--- src/rtl/fetch_ctrl_pkg.sv ---
// Shared types and widths for the fetch controller.
package fetch_ctrl_pkg;

    localparam int TGT_W = 3;
    localparam int CNT_W = 16;

    typedef enum logic [2:0] {
        ST_IDLE,
        ST_INIT,
        ST_RUN,
        ST_STALL,
        ST_FLUSH,
        ST_HALT
    } state_t;

endpackage

--- src/rtl/fetch_perf_cnt.sv ---
// Saturating performance counter with synchronous clear and count enable.
module fetch_perf_cnt
    import fetch_ctrl_pkg::*;
(
    input  logic             i_clk,
    input  logic             i_rst_n,
    input  logic             i_clr,
    input  logic             i_en,
    output logic [CNT_W-1:0] o_cnt
);

    logic [CNT_W-1:0] r_cnt;

    always_ff @(posedge i_clk or negedge i_rst_n) begin
        if (!i_rst_n) begin
            r_cnt <= '0;
        end else if (i_clr) begin
            r_cnt <= '0;
        end else if (i_en && (r_cnt != {CNT_W{1'b1}})) begin
            r_cnt <= r_cnt + 1'b1;
        end
    end

    assign o_cnt = r_cnt;

endmodule

--- src/rtl/fetch_ctrl.sv ---
// Fetch sequencing FSM: load stalls, branch issue with flush slots, halt.
// Performance counters are built only when FETCH_CTRL_PERF_EN is defined.
//
// state | meaning
// IDLE  | out of reset, fetch stalled, waiting for Start
// INIT  | one-cycle PC reset pulse, clears counters and pending branch
// RUN   | normal fetch; handles halt, branch and load requests
// STALL | remaining load-latency cycles, all requests ignored
// FLUSH | squash slots after a taken branch, all requests ignored
// HALT  | program finished, waiting for Start
module fetch_ctrl
    import fetch_ctrl_pkg::*;
#(
    parameter int LOAD_LAT    = 2,
    parameter int FLUSH_SLOTS = 1
)
(
    input  logic             CLK,
    input  logic             Init_n,
    input  logic             Start,
    input  logic             BranchReq,
    input  logic [TGT_W-1:0] BranchTgt,
    input  logic             LoadReq,
    input  logic             HaltReq,
    output logic             Init,
    output logic             Stall,
    output logic             Branch,
    output logic [TGT_W-1:0] Target,
    output logic             Flush,
    output logic             done,
    output logic [CNT_W-1:0] CycleCnt,
    output logic [CNT_W-1:0] StallCnt
);

    localparam logic [3:0] LOAD_CNT  = 4'(LOAD_LAT - 1);
    localparam logic [3:0] FLUSH_CNT = 4'(FLUSH_SLOTS);

    state_t           r_state;
    logic [3:0]       r_cnt;
    logic             r_pend;
    logic [TGT_W-1:0] r_tgt;

    logic             w_run;
    logic             w_br;
    logic             w_load;
    logic [3:0]       w_cnt_nxt;

    always_comb begin
        w_run     = (r_state == ST_RUN);
        w_br      = w_run && !HaltReq && (r_pend || (!LoadReq && BranchReq));
        w_load    = w_run && !HaltReq && !r_pend && LoadReq;
        w_cnt_nxt = r_cnt - 4'd1;
    end

    always_ff @(posedge CLK or negedge Init_n) begin
        if (!Init_n) begin
            r_state <= ST_IDLE;
            r_cnt   <= '0;
            r_pend  <= 1'b0;
            r_tgt   <= '0;
        end else begin
            case (r_state)
                ST_IDLE: if (Start) r_state <= ST_INIT;
                ST_INIT: begin
                    r_pend  <= 1'b0;
                    r_tgt   <= '0;
                    r_state <= ST_RUN;
                end
                ST_RUN: begin
                    if (HaltReq) begin
                        r_state <= ST_HALT;
                    end else if (w_br) begin
                        r_pend <= 1'b0;
                        if (FLUSH_SLOTS != 0) begin
                            r_state <= ST_FLUSH;
                            r_cnt   <= FLUSH_CNT;
                        end
                    end else if (LoadReq) begin
                        // Branch arriving under a load is replayed once the stall ends
                        if (BranchReq) begin
                            r_pend <= 1'b1;
                            r_tgt  <= BranchTgt;
                        end
                        if (LOAD_LAT > 1) begin
                            r_state <= ST_STALL;
                            r_cnt   <= LOAD_CNT;
                        end
                    end
                end
                ST_STALL, ST_FLUSH: begin
                    r_cnt <= w_cnt_nxt;
                    if (w_cnt_nxt == 4'd0) r_state <= ST_RUN;
                end
                ST_HALT: if (Start) r_state <= ST_INIT;
                default: r_state <= ST_IDLE;
            endcase
        end
    end

    always_comb begin
        Init   = (r_state == ST_INIT);
        Stall  = (r_state == ST_IDLE) || (r_state == ST_STALL) || w_load;
        Branch = w_br;
        Target = w_br ? (r_pend ? r_tgt : BranchTgt) : '0;
        Flush  = (r_state == ST_FLUSH);
        done   = (r_state == ST_HALT);
    end

`ifdef FETCH_CTRL_PERF_EN
    logic w_clr;
    logic w_cyc_en;
    logic w_stall_en;

    always_comb begin
        w_clr      = (r_state == ST_INIT);
        w_cyc_en   = w_run || (r_state == ST_STALL) || (r_state == ST_FLUSH);
        w_stall_en = Stall && (r_state != ST_IDLE);
    end

    fetch_perf_cnt u_cycle_cnt (
        .i_clk   (CLK),
        .i_rst_n (Init_n),
        .i_clr   (w_clr),
        .i_en    (w_cyc_en),
        .o_cnt   (CycleCnt)
    );

    fetch_perf_cnt u_stall_cnt (
        .i_clk   (CLK),
        .i_rst_n (Init_n),
        .i_clr   (w_clr),
        .i_en    (w_stall_en),
        .o_cnt   (StallCnt)
    );
`else
    assign CycleCnt = '0;
    assign StallCnt = '0;
`endif

endmodule

--- config.mk ---
export PLATFORM = sky130hd
export DESIGN_NAME = fetch_ctrl
export DESIGN_NICKNAME = d
export VERILOG_FILES = /design/src/rtl/fetch_ctrl_pkg.sv /design/src/rtl/fetch_perf_cnt.sv /design/src/rtl/fetch_ctrl.sv
export SDC_FILE = /design/constraint.sdc
export NUM_CORES = 1
export LEC_CHECK = 0
export CAP_MARGIN = 20
export CELL_PAD_IN_SITES_DETAIL_PLACEMENT = 1
export CELL_PAD_IN_SITES_GLOBAL_PLACEMENT = 1
export CORE_MARGIN = 3
export CORE_UTILIZATION = 30
export DETAILED_ROUTE_END_ITERATION = 10
export GPL_ROUTABILITY_DRIVEN = 0
export HOLD_SLACK_MARGIN = 0.12
export PLACE_DENSITY = 0.84
export SYNTH_ARGS = -nofsm -noshare
export SYNTH_HDL_FRONTEND = slang
export SYNTH_SLANG_ARGS = --single-unit
--- constraint.sdc ---
create_clock -name CLK -period 1.9 [get_ports CLK]
set_clock_uncertainty 0.05 [all_clocks]
set_input_delay 0.475 -clock CLK [delete_from_list [all_inputs] [get_ports CLK]]
set_output_delay 0.475 -clock CLK [all_outputs]
set_load 0.01 [all_outputs]
# After elaboration in Yosys (flattened, before gate mapping)
# Index checks and enable logic that the tools add are counted.
word_totals:
  reg_bits: 11
  inputBits: 9
  out_inout_bits: 40
  elab_cells: 62
classes:
  addsub: 1
  eq_ne: 14
  n_mux: 22
  n_reduce_logical: 21
op_table:
  columns: ["operator", "count"]
  rows:
  - ["two-way mux 3 bit", 11]
  - ["two-way mux 4 bit", 3]
  - ["one-hot mux 3 bit (4 select lines)", 1]
  - ["inequality test 2 bit, second input constant", 5]
  - ["one-hot mux 4 bit (2 select lines)", 1]
  - ["equality test 3 x 2 -> 1 bit, second input constant", 2]
  - ["equality test 3 bit, second input constant", 2]
  - ["inequality test 3 x 2 -> 1 bit, second input constant", 2]
  - ["one-hot mux 3 bit (2 select lines)", 1]
  - ["AND reduction 3 bit", 2]
  - ["logical AND 1 bit", 5]
  - ["AND reduction 5 bit", 1]
  - ["zero test 4 bit", 1]
  - ["two-way mux 1 bit", 4]
  - ["inequality test 4 x 3 -> 1 bit, second input constant", 1]
  - ["AND reduction 4 bit", 1]
  - ["nonzero test 2 bit", 2]
  - ["OR reduction 2 bit", 2]
  - ["subtractor 4 x 1 -> 4 bit, second input constant", 1]
  - ["equality test 3 x 1 -> 1 bit, second input constant", 1]
  - ["zero test 1 bit", 3]
  - ["zero test 3 bit", 1]
  - ["logical OR 1 bit", 3]
  - ["inequality test 2 x 1 -> 1 bit, second input constant", 1]
  - ["one-hot mux 1 bit (2 select lines)", 1]

# Depth between registers and ports, before layout
logic_depth:
  depth_word: 7
  ltp_mapped: 6
  ltp_nobuf: 6

# Least setup slack after synthesis
# No wires, ideal clock.
synth_timing:
  path_kind: "register to output"
  start: "register r_state[2]"
  end: "output port Target[0]"
  arrival_time_ps: 1121
  t_required_ps: 1375
  path_slack_ps: 254
  stages_incl_launch_ff: 5
  path_buffers: 1
  path_cell_list: "dfrtp_1 -> buf_4 -> nor2_1 -> nand2_1 -> a21oi_1"
synth_via:
  elab_chain_cells: 4
synth_rtl:
  columns: ["item", "line", "source"]
  rows:
  - ["from (decl)", "fetch_ctrl.sv:38", "state_t r_state;"]
  - ["from (signal assigned)", "fetch_ctrl.sv:57", "r_state <= ST_IDLE;"]
  - ["from (signal assigned)", "fetch_ctrl.sv:63", "ST_IDLE: if (Start) r_state <= ST_INIT;"]
  - ["from (signal assigned)", "fetch_ctrl.sv:67", "r_state <= ST_RUN;"]
  - ["equality test 3 x 2 -> 1 bit", "fetch_ctrl.sv:49", "w_run = (r_state == ST_RUN);"]
  - ["logical AND 1 bit (2 in series)", "fetch_ctrl.sv:50", "w_br = w_run && !HaltReq && (r_pend || (!LoadReq && BranchReq));"]
  - ["two-way mux 3 bit", "fetch_ctrl.sv:104", "Target = w_br ? (r_pend ? r_tgt : BranchTgt) : '0;"]
  - ["to (decl)", "fetch_ctrl.sv:28", "output logic [TGT_W-1:0] Target,"]
# Every way passes these cells.

# Final worst setup path
layout_timing:
  start: "input port BranchTgt[1]"
  end: "output port Target[1]"
layout_via:
  elab_chain_cells: 2
layout_rtl:
  columns: ["item", "line", "source"]
  rows:
  - ["from (decl)", "fetch_ctrl.sv:22", "input logic [TGT_W-1:0] BranchTgt,"]
  - ["two-way mux 3 bit (2 in series)", "fetch_ctrl.sv:104", null]
# Every way passes these cells.

==> results.py <==
metrics = {
    "synth": {
        "yosysUniqueCellTypes": 39,
        "ys_top_cells_by_area": "dfrtp_1, buf_4, a21oi_1",
        "yosysWarningCount": 0,
        "ys_seq_elements": 11,
        "syn_area_um2": 1170,
        "synth_area_per_cell_um2": 8.20,
        "synth_ff_type": "dfrtp_1",
        "yosysTopAreaCell": "dfrtp_1",
        "yosysSeqAreaShare_pct": 23.5,
        "synth-edff-count": 0,
        "yosysTopAreaCellShare_pct": 23.5,
        "async_reset_ff_share_pct": 100,
        "syn_inst": 143,
    },
    "route": {
        "viasPerCell": 4.73,
        "dr.pass1.iters": 4,
        "ant_nets": 0,
        "routed_wl_um": 3690,
        "num_vias": 1112,
        "drc": 0,
        "wire_per_inst_um": 15.7,
        "dr.first_iter.drc_count": 77,
    },
    "cells_and_area": {
        "antennaDiodeCount": 0,
        "finalNonFillerCells": 235,
        "multiInputGateArea_um2": 791,
        "stdcell_area_um2": 1550,
        "regArea_um2": 278,
        "syn_to_final_growth_pct": 32.3,
        "nets": 199,
        "fillers": 467,
        "drive_gt1_share_pct": 38.0,
    },
    "critical_path": {
        "cp_num_buf_inv": 2,
        "crit_type": "in -> out",
        "crit_arrival_ps": 1400,
        "critPathLaunchType": "input port",
        "path_cells": "clkdlybuf4s50_1, nand3b_1, a21oi_2, buf_2",
        "crit_slowest_cell": "clkdlybuf4s50_1",
        "worstPathMaxFanout": 2,
        "max_stage_delay_ps": 470,
        "crit_family": "buffers and inverters",
        "worstPathRequired_ps": 1370,
        "endpoint_kind": "output port",
    },
    "timing": {
        "rsz0062_at_grt": "yes",
        "final.min_clock_period_ps": 1920,
        "final.period_utilization_pct": 101,
        "worstMarginPinSlew_ps": 574,
        "final-setup-viol-count": 1,
        "relSlewSlack_pct": 61.6,
        "slew_violations": 0,
        "setup_ws_ps": -21.0,
        "setup_tns_ps": -21.0,
        "max_freq_ghz": 0.521,
        "hold_viol_final": 0,
    },
    "clock_tree": {
        "clockRootBuffer": "clkbuf_8",
        "cts_sinks": 11,
        "cts_buffer_depth": 2,
        "cts_hold_buf": 0,
        "cts_tree": "built",
        "h-tree-depth": 1,
        "clk_pin_slew_ps": 50,
        "cts_buffers": 3,
        "clock_latency_ps": 250,
    },
    "global_route": {
        "antenna_found_initial": 0,
        "grt.total_usage_pct": 14.6,
        "gr-total-overflow": 0,
        "grt_max_degree": 12,
        "grt_pass1_vias": 1065,
        "grt_pass1_wl_um": 5030,
    },
    "power_and_ir_drop": {
        "peakVddDrop_mv": 0.280,
        "leakage_uw": 0.000754,
        "cellPowerDensity_nw_per_um2": 1460,
        "finalPower_uw": 2260,
    },
    "placed_design": {
        "dp.cells": 226,
        "io_buffers": 16,
        "dpl_cell_area_um2": 1430,
        "dp_hpwl_um": 2470,
        "place_worst_setup_slack_ps": -699,
    },
    "run": {
        "drv_cap": 0,
    },
    "floorplan": {
        "std_cell_rows": 22,
        "dieWidth_um": 68.5,
        "dieArea_um2": 4690,
        "fp.coreArea_um2": 3720,
        "start_util_pct": 31.5,
        "die_h_um": 68.5,
        "ios": 49,
    },
    "status": {
        "outcome": "finished, violations left",
        "failed_checks": "setup timing",
    },
    "min_path": {
        "hold_path.class": "reg -> reg",
    },
}
-- final timing paths --
| path | endpoint | cells past startpoint | startpoint | slack, ps |
|---|---|---|---|---|
| max in group asynchronous | r_state[0] | 1 | Init_n | 850 |
| min | r_tgt[0] | 1 | r_tgt[0] | 480 |
| max | Target[1] | 4 | BranchTgt[1] | -20 |
| min in group asynchronous | r_pend | 1 | Init_n | 540 |
| min reg2reg | r_tgt[0] | 1 | r_tgt[0] | 480 |
| max reg2reg | r_tgt[1] | 6 | r_state[1] | 220 |
-- through the flow --
stage	util [%]	hold WS [ps]
floorplan	-	129
global placement	38.4	442
detailed placement	38.4	455
CTS	40.2	467
global route	41.8	494
finish	41.8	475
-- routing by layer --
metal	up-vias	global-route usage, %	routed length (µm)
met5	-	0	0
met4	0	7.69	98
met3	7	1.78	168
met2	34	23.8	1880
met1	546	18.8	1540
li1	525	-	-
-- power by group --
group / total, µW / switching (µW) / internal (µW)
combinational: 1540 / 763 / 780
clock: 249 / 101 / 148
sequential: 467 / 127 / 340
total: 2260 / 991 / 1270
-- state kept, by name (all words and copies together) (netlist names) --
name,count
r_state,3
r_tgt,3
r_pend,1
r_cnt,4
-- logic make-up (layout without fill, tap and decap cells) --
logic type	after synthesis	in the layout	share of synthesized area [%]
multiplexers	3	3	2.88
AO/OA/AOI/OAI	35	35	22.3
adder cells (fa/ha/maj)	2	2	2.13
other	1	32	0.320
flip-flops	11	11	23.5
buffers and inverters	42	55	24.9
AND/OR/NAND/NOR	49	49	24.0
-- synthesized netlist by cell type (2+ instances only) --
| cell type | count |
|---|---|
| buf_4 | 35 |
| a21oi_1 | 12 |
| dfrtp_1 | 11 |
| nand2_1 | 11 |
| nor2_1 | 7 |
| nand2b_1 | 5 |
| nor2b_1 | 5 |
| a31oi_1 | 4 |
| inv_1 | 4 |
| nand3b_1 | 4 |
| nor3_1 | 4 |
| o22ai_1 | 4 |
| and3_1 | 3 |
| mux2_2 | 3 |
| o21ai_0 | 3 |
| a2111oi_4 | 2 |
| buf_2 | 2 |
| ha_1 | 2 |
| nor3b_1 | 2 |
-- layout make-up --
cell class | count | area share, %
Multi-Input combinational cell | 121 | 51.0
Clock buffer | 4 | 2.90
Inverter | 4 | 0.968
Tap cell | 48 | 3.87
Timing Repair Buffer | 47 | 23.4
Sequential cell | 11 | 17.9
-- repair_timing --
| item | 4_1_cts | 5_1_grt |
|---|---|---|
| endpoints found under the setup margin | 12 | 8 |
| resized for setup | 41 | 21 |
| pin swaps | 5 | 3 |
| gates cloned | 0 | 0 |
| setup buffers | 2 | 3 |
-- cell usage in the layout (no fill, tap or decap), drive strengths merged, types with 2 or more instances in the layout --
cell type and count:
buf 38, conb 32, a21oi 13, nand2 11, dfrtp 11, nor2 7
clkbuf 6, nor2b 5, nand2b 5, nand3b 4, a31oi 4, o22ai 4
nor3 4, inv 4, o21ai 4, and3 3, mux2 3, clkdlybuf4s50 3
or2 2, a2111oi 2, ha 2, dlymetal6s2s 2, nor3b 2, a31o 2
Note: power is estimated with default switching activity, not from simulation.
==> RTL change 1: new RTL, config.mk and constraints unchanged <==
The option `FETCH_CTRL_PERF_EN` is turned on by a define.
--- a/src/rtl/fetch_ctrl.sv
+++ b/src/rtl/fetch_ctrl.sv
@@ -9,4 +9,6 @@
 // FLUSH | squash slots after a taken branch, all requests ignored
 // HALT  | program finished, waiting for Start
+`define FETCH_CTRL_PERF_EN
+
 module fetch_ctrl
     import fetch_ctrl_pkg::*;
Behaviour: not the same (a bounded check fails within 4 cycles, from zero or initial values).
==> RTL change 1 against the unedited design <==
- total power grew 90%
- the flow still finishes with violations (setup timing)
- routed wire length grew 120%
- count of clock-buffer cells in the layout grew 2
- critical endpoint is now Target[0]
- setup slack lost 0.13 ns
- area after synthesis grew 120%
- die area grew 100%
- global-route usage grew 1.7 points
- sequential cell count grew 32
- utilization grew 8.0 points
- via count grew 120%
- design area grew to 2.6 times the old value
- critical path depth grew 1
- synthesized cell count grew 85%
==> RTL change 1: results (changes against the unedited design) <==
The area of placed instances came out at 3440 sq um (+140%). The post-detailed-placement half-perimeter wirelength is 5450 um (+120%). The highest ir drop seen on vdd came out at 0.528 mV (+89%). The standard cell with the maximum stage delay on the critical path is or3b_4. The flow ran to the end, but the final reports show violations. The worst register-to-register path begins at r_state[0]$_DFFE_PN0P_. The count of endpoints failing setup in the final report came out at 13 (+12).

The global-route wire length before repair came out at 13000 um (+160%). The share of the yosys chip area belonging to registers came to 42.6% (+19 points). The standby leakage power was 1.68 nW (+120%). The least setup slack across all paths after layout came to -0.155 ns (-0.134 ns). The total routed wirelength is 8230 um (+120%). The count of buffers inserted at the top-level ports is 48 (+32). The setup slack of the most critical reg-to-reg path was -0.11 ns (-0.33 ns). The data arrival time of the critical path is 1.53 ns (+0.13 ns). The headroom to the max-slew limit came out at 57.3% (-4.3 points). The clock-pin slew of the registers on the worst-case setup and hold paths came out at 0.09 ns (+0.04 ns). The number of unique standard cell types used by synthesis is 53 (+36%).

The length in cells of the worst reg-to-reg path is 7 (+1). The critical path starts at r_state[2]$_DFFE_PN0P_. The total routing usage reported by global routing is 16.3% (+1.7 points). The number of CTS-inserted buffers came out at 5 (+2). The fraction of layout cells with a size suffix above 1 came to 38.8% (+0.85 points). The maximum number of pins on one net before global-route repair is 30 (+18). The delay of the slowest cell on the worst path came out at 0.42 ns (-0.05 ns). The worst hold path belongs to the class register to register. The capture point of the critical path is Target[0].

Broken down by cell family, the worst path's largest delay share belongs to simple AND/OR/NAND/NOR gates. For hold timing, the worst endpoint is r_tgt[2]$_DFFE_PN0P_. The maximum fanout along the worst path is 4 (+2).

The worst-skew pair later-pin latency came out at 0.30 ns (+0.05 ns). The checks that failed: setup timing. The adder-cell share of the synthesized area was 1.98% (-0.16 points). The startpoint identified for the worst hold timing path is r_tgt[2]$_DFFE_PN0P_. The depth of the worst hold-timing path was 2 (+1). After synthesis, the cell types taking the most area are dfrtp_1, xnor2_1, nor2_1, nor3_1, nand2_1. The via count of the first global-routing pass came to 2604 (+140%). The net count of the finished layout is 384 (+93%). After synthesis, the most frequently instantiated cells are dfrtp_1, nor2_1, xnor2_1. The detailed-route via count is 2432 (+120%). The iteration-0 DRC count of the detailed router came out at 106 (+38%). The worst register-to-register path ends at u_cycle_cnt.o_cnt[8]$_DFFE_PN0P_. The multiplexer area fraction after synthesis was 2.38% (-0.51 points).

The number of H-tree branching levels came out at 2 (+1). The area fraction in compound gates after synthesis came out at 12.0% (-10 points). The fraction of synthesized cell area in xor and xnor cells is 8.66% (+8.7 points).
==> RTL change 1: per-layer routing <==
metal | wire (um) | global-route usage (%) | up-vias
met3 | 249 | 2.93 | 10
li1 | - | - | 1153
met4 | 97 | 4.37 | 0
met2 | 4340 | 29.1 | 44
met5 | 0 | 0 | -
met1 | 3540 | 20.4 | 1225
==> RTL change 1: through the flow <==
step	std cells	total power, mW	worst slack, ns	hold WS [ns]	TNS (ns)
after floorplan	264	2.19	0.00731	0.129	0
after global placement	448	2.93	-0.795	0.389	-8.99
after detailed placement	448	3.02	-0.798	0.403	-10.54
after CTS	467	3.95	-0.168	0.494	-0.877
after global routing	473	4.58	-0.246	0.537	-2.44
final	473	4.30	-0.155	0.497	-0.960
==> RTL change 1: final cells by class <==
cell class	instances	area, sq um
fillers	901	4000
repair buffers	108	958
clock inverters	1	30.0
well taps	102	128
clock buffers	6	72.6
inverters	6	25.0
multi-input cells	207	1670
flip-flops and latches	43	1080
==> RTL change 1: power by group <==
group	switching [mW]	leakage (nW)	internal (mW)	total (mW)
clock network	0.332	0.0513	0.386	0.718
logic	1.19	1.06	1.17	2.36
registers	0.153	0.574	1.07	1.23
total	1.67	1.68	2.63	4.30
==> RTL change 1: what timing repair did <==
action                                  4_1_cts  5_1_grt
buffers inserted                             12        7
hold buffers                                  1        0
resized for setup                            52       60
endpoints found under the setup margin       25       52
pin swaps                                     4       17
endpoints found under the hold margin        16        0
==> RTL change 1: worst min-delay path: cells and delay by family (launching register included) <==
| family | cells | cell delay [ns] |
|---|---|---|
| compound gates | 1 | 0.07 |
| flops | 1 | 0.38 |
| simple gates | 1 | 0.06 |
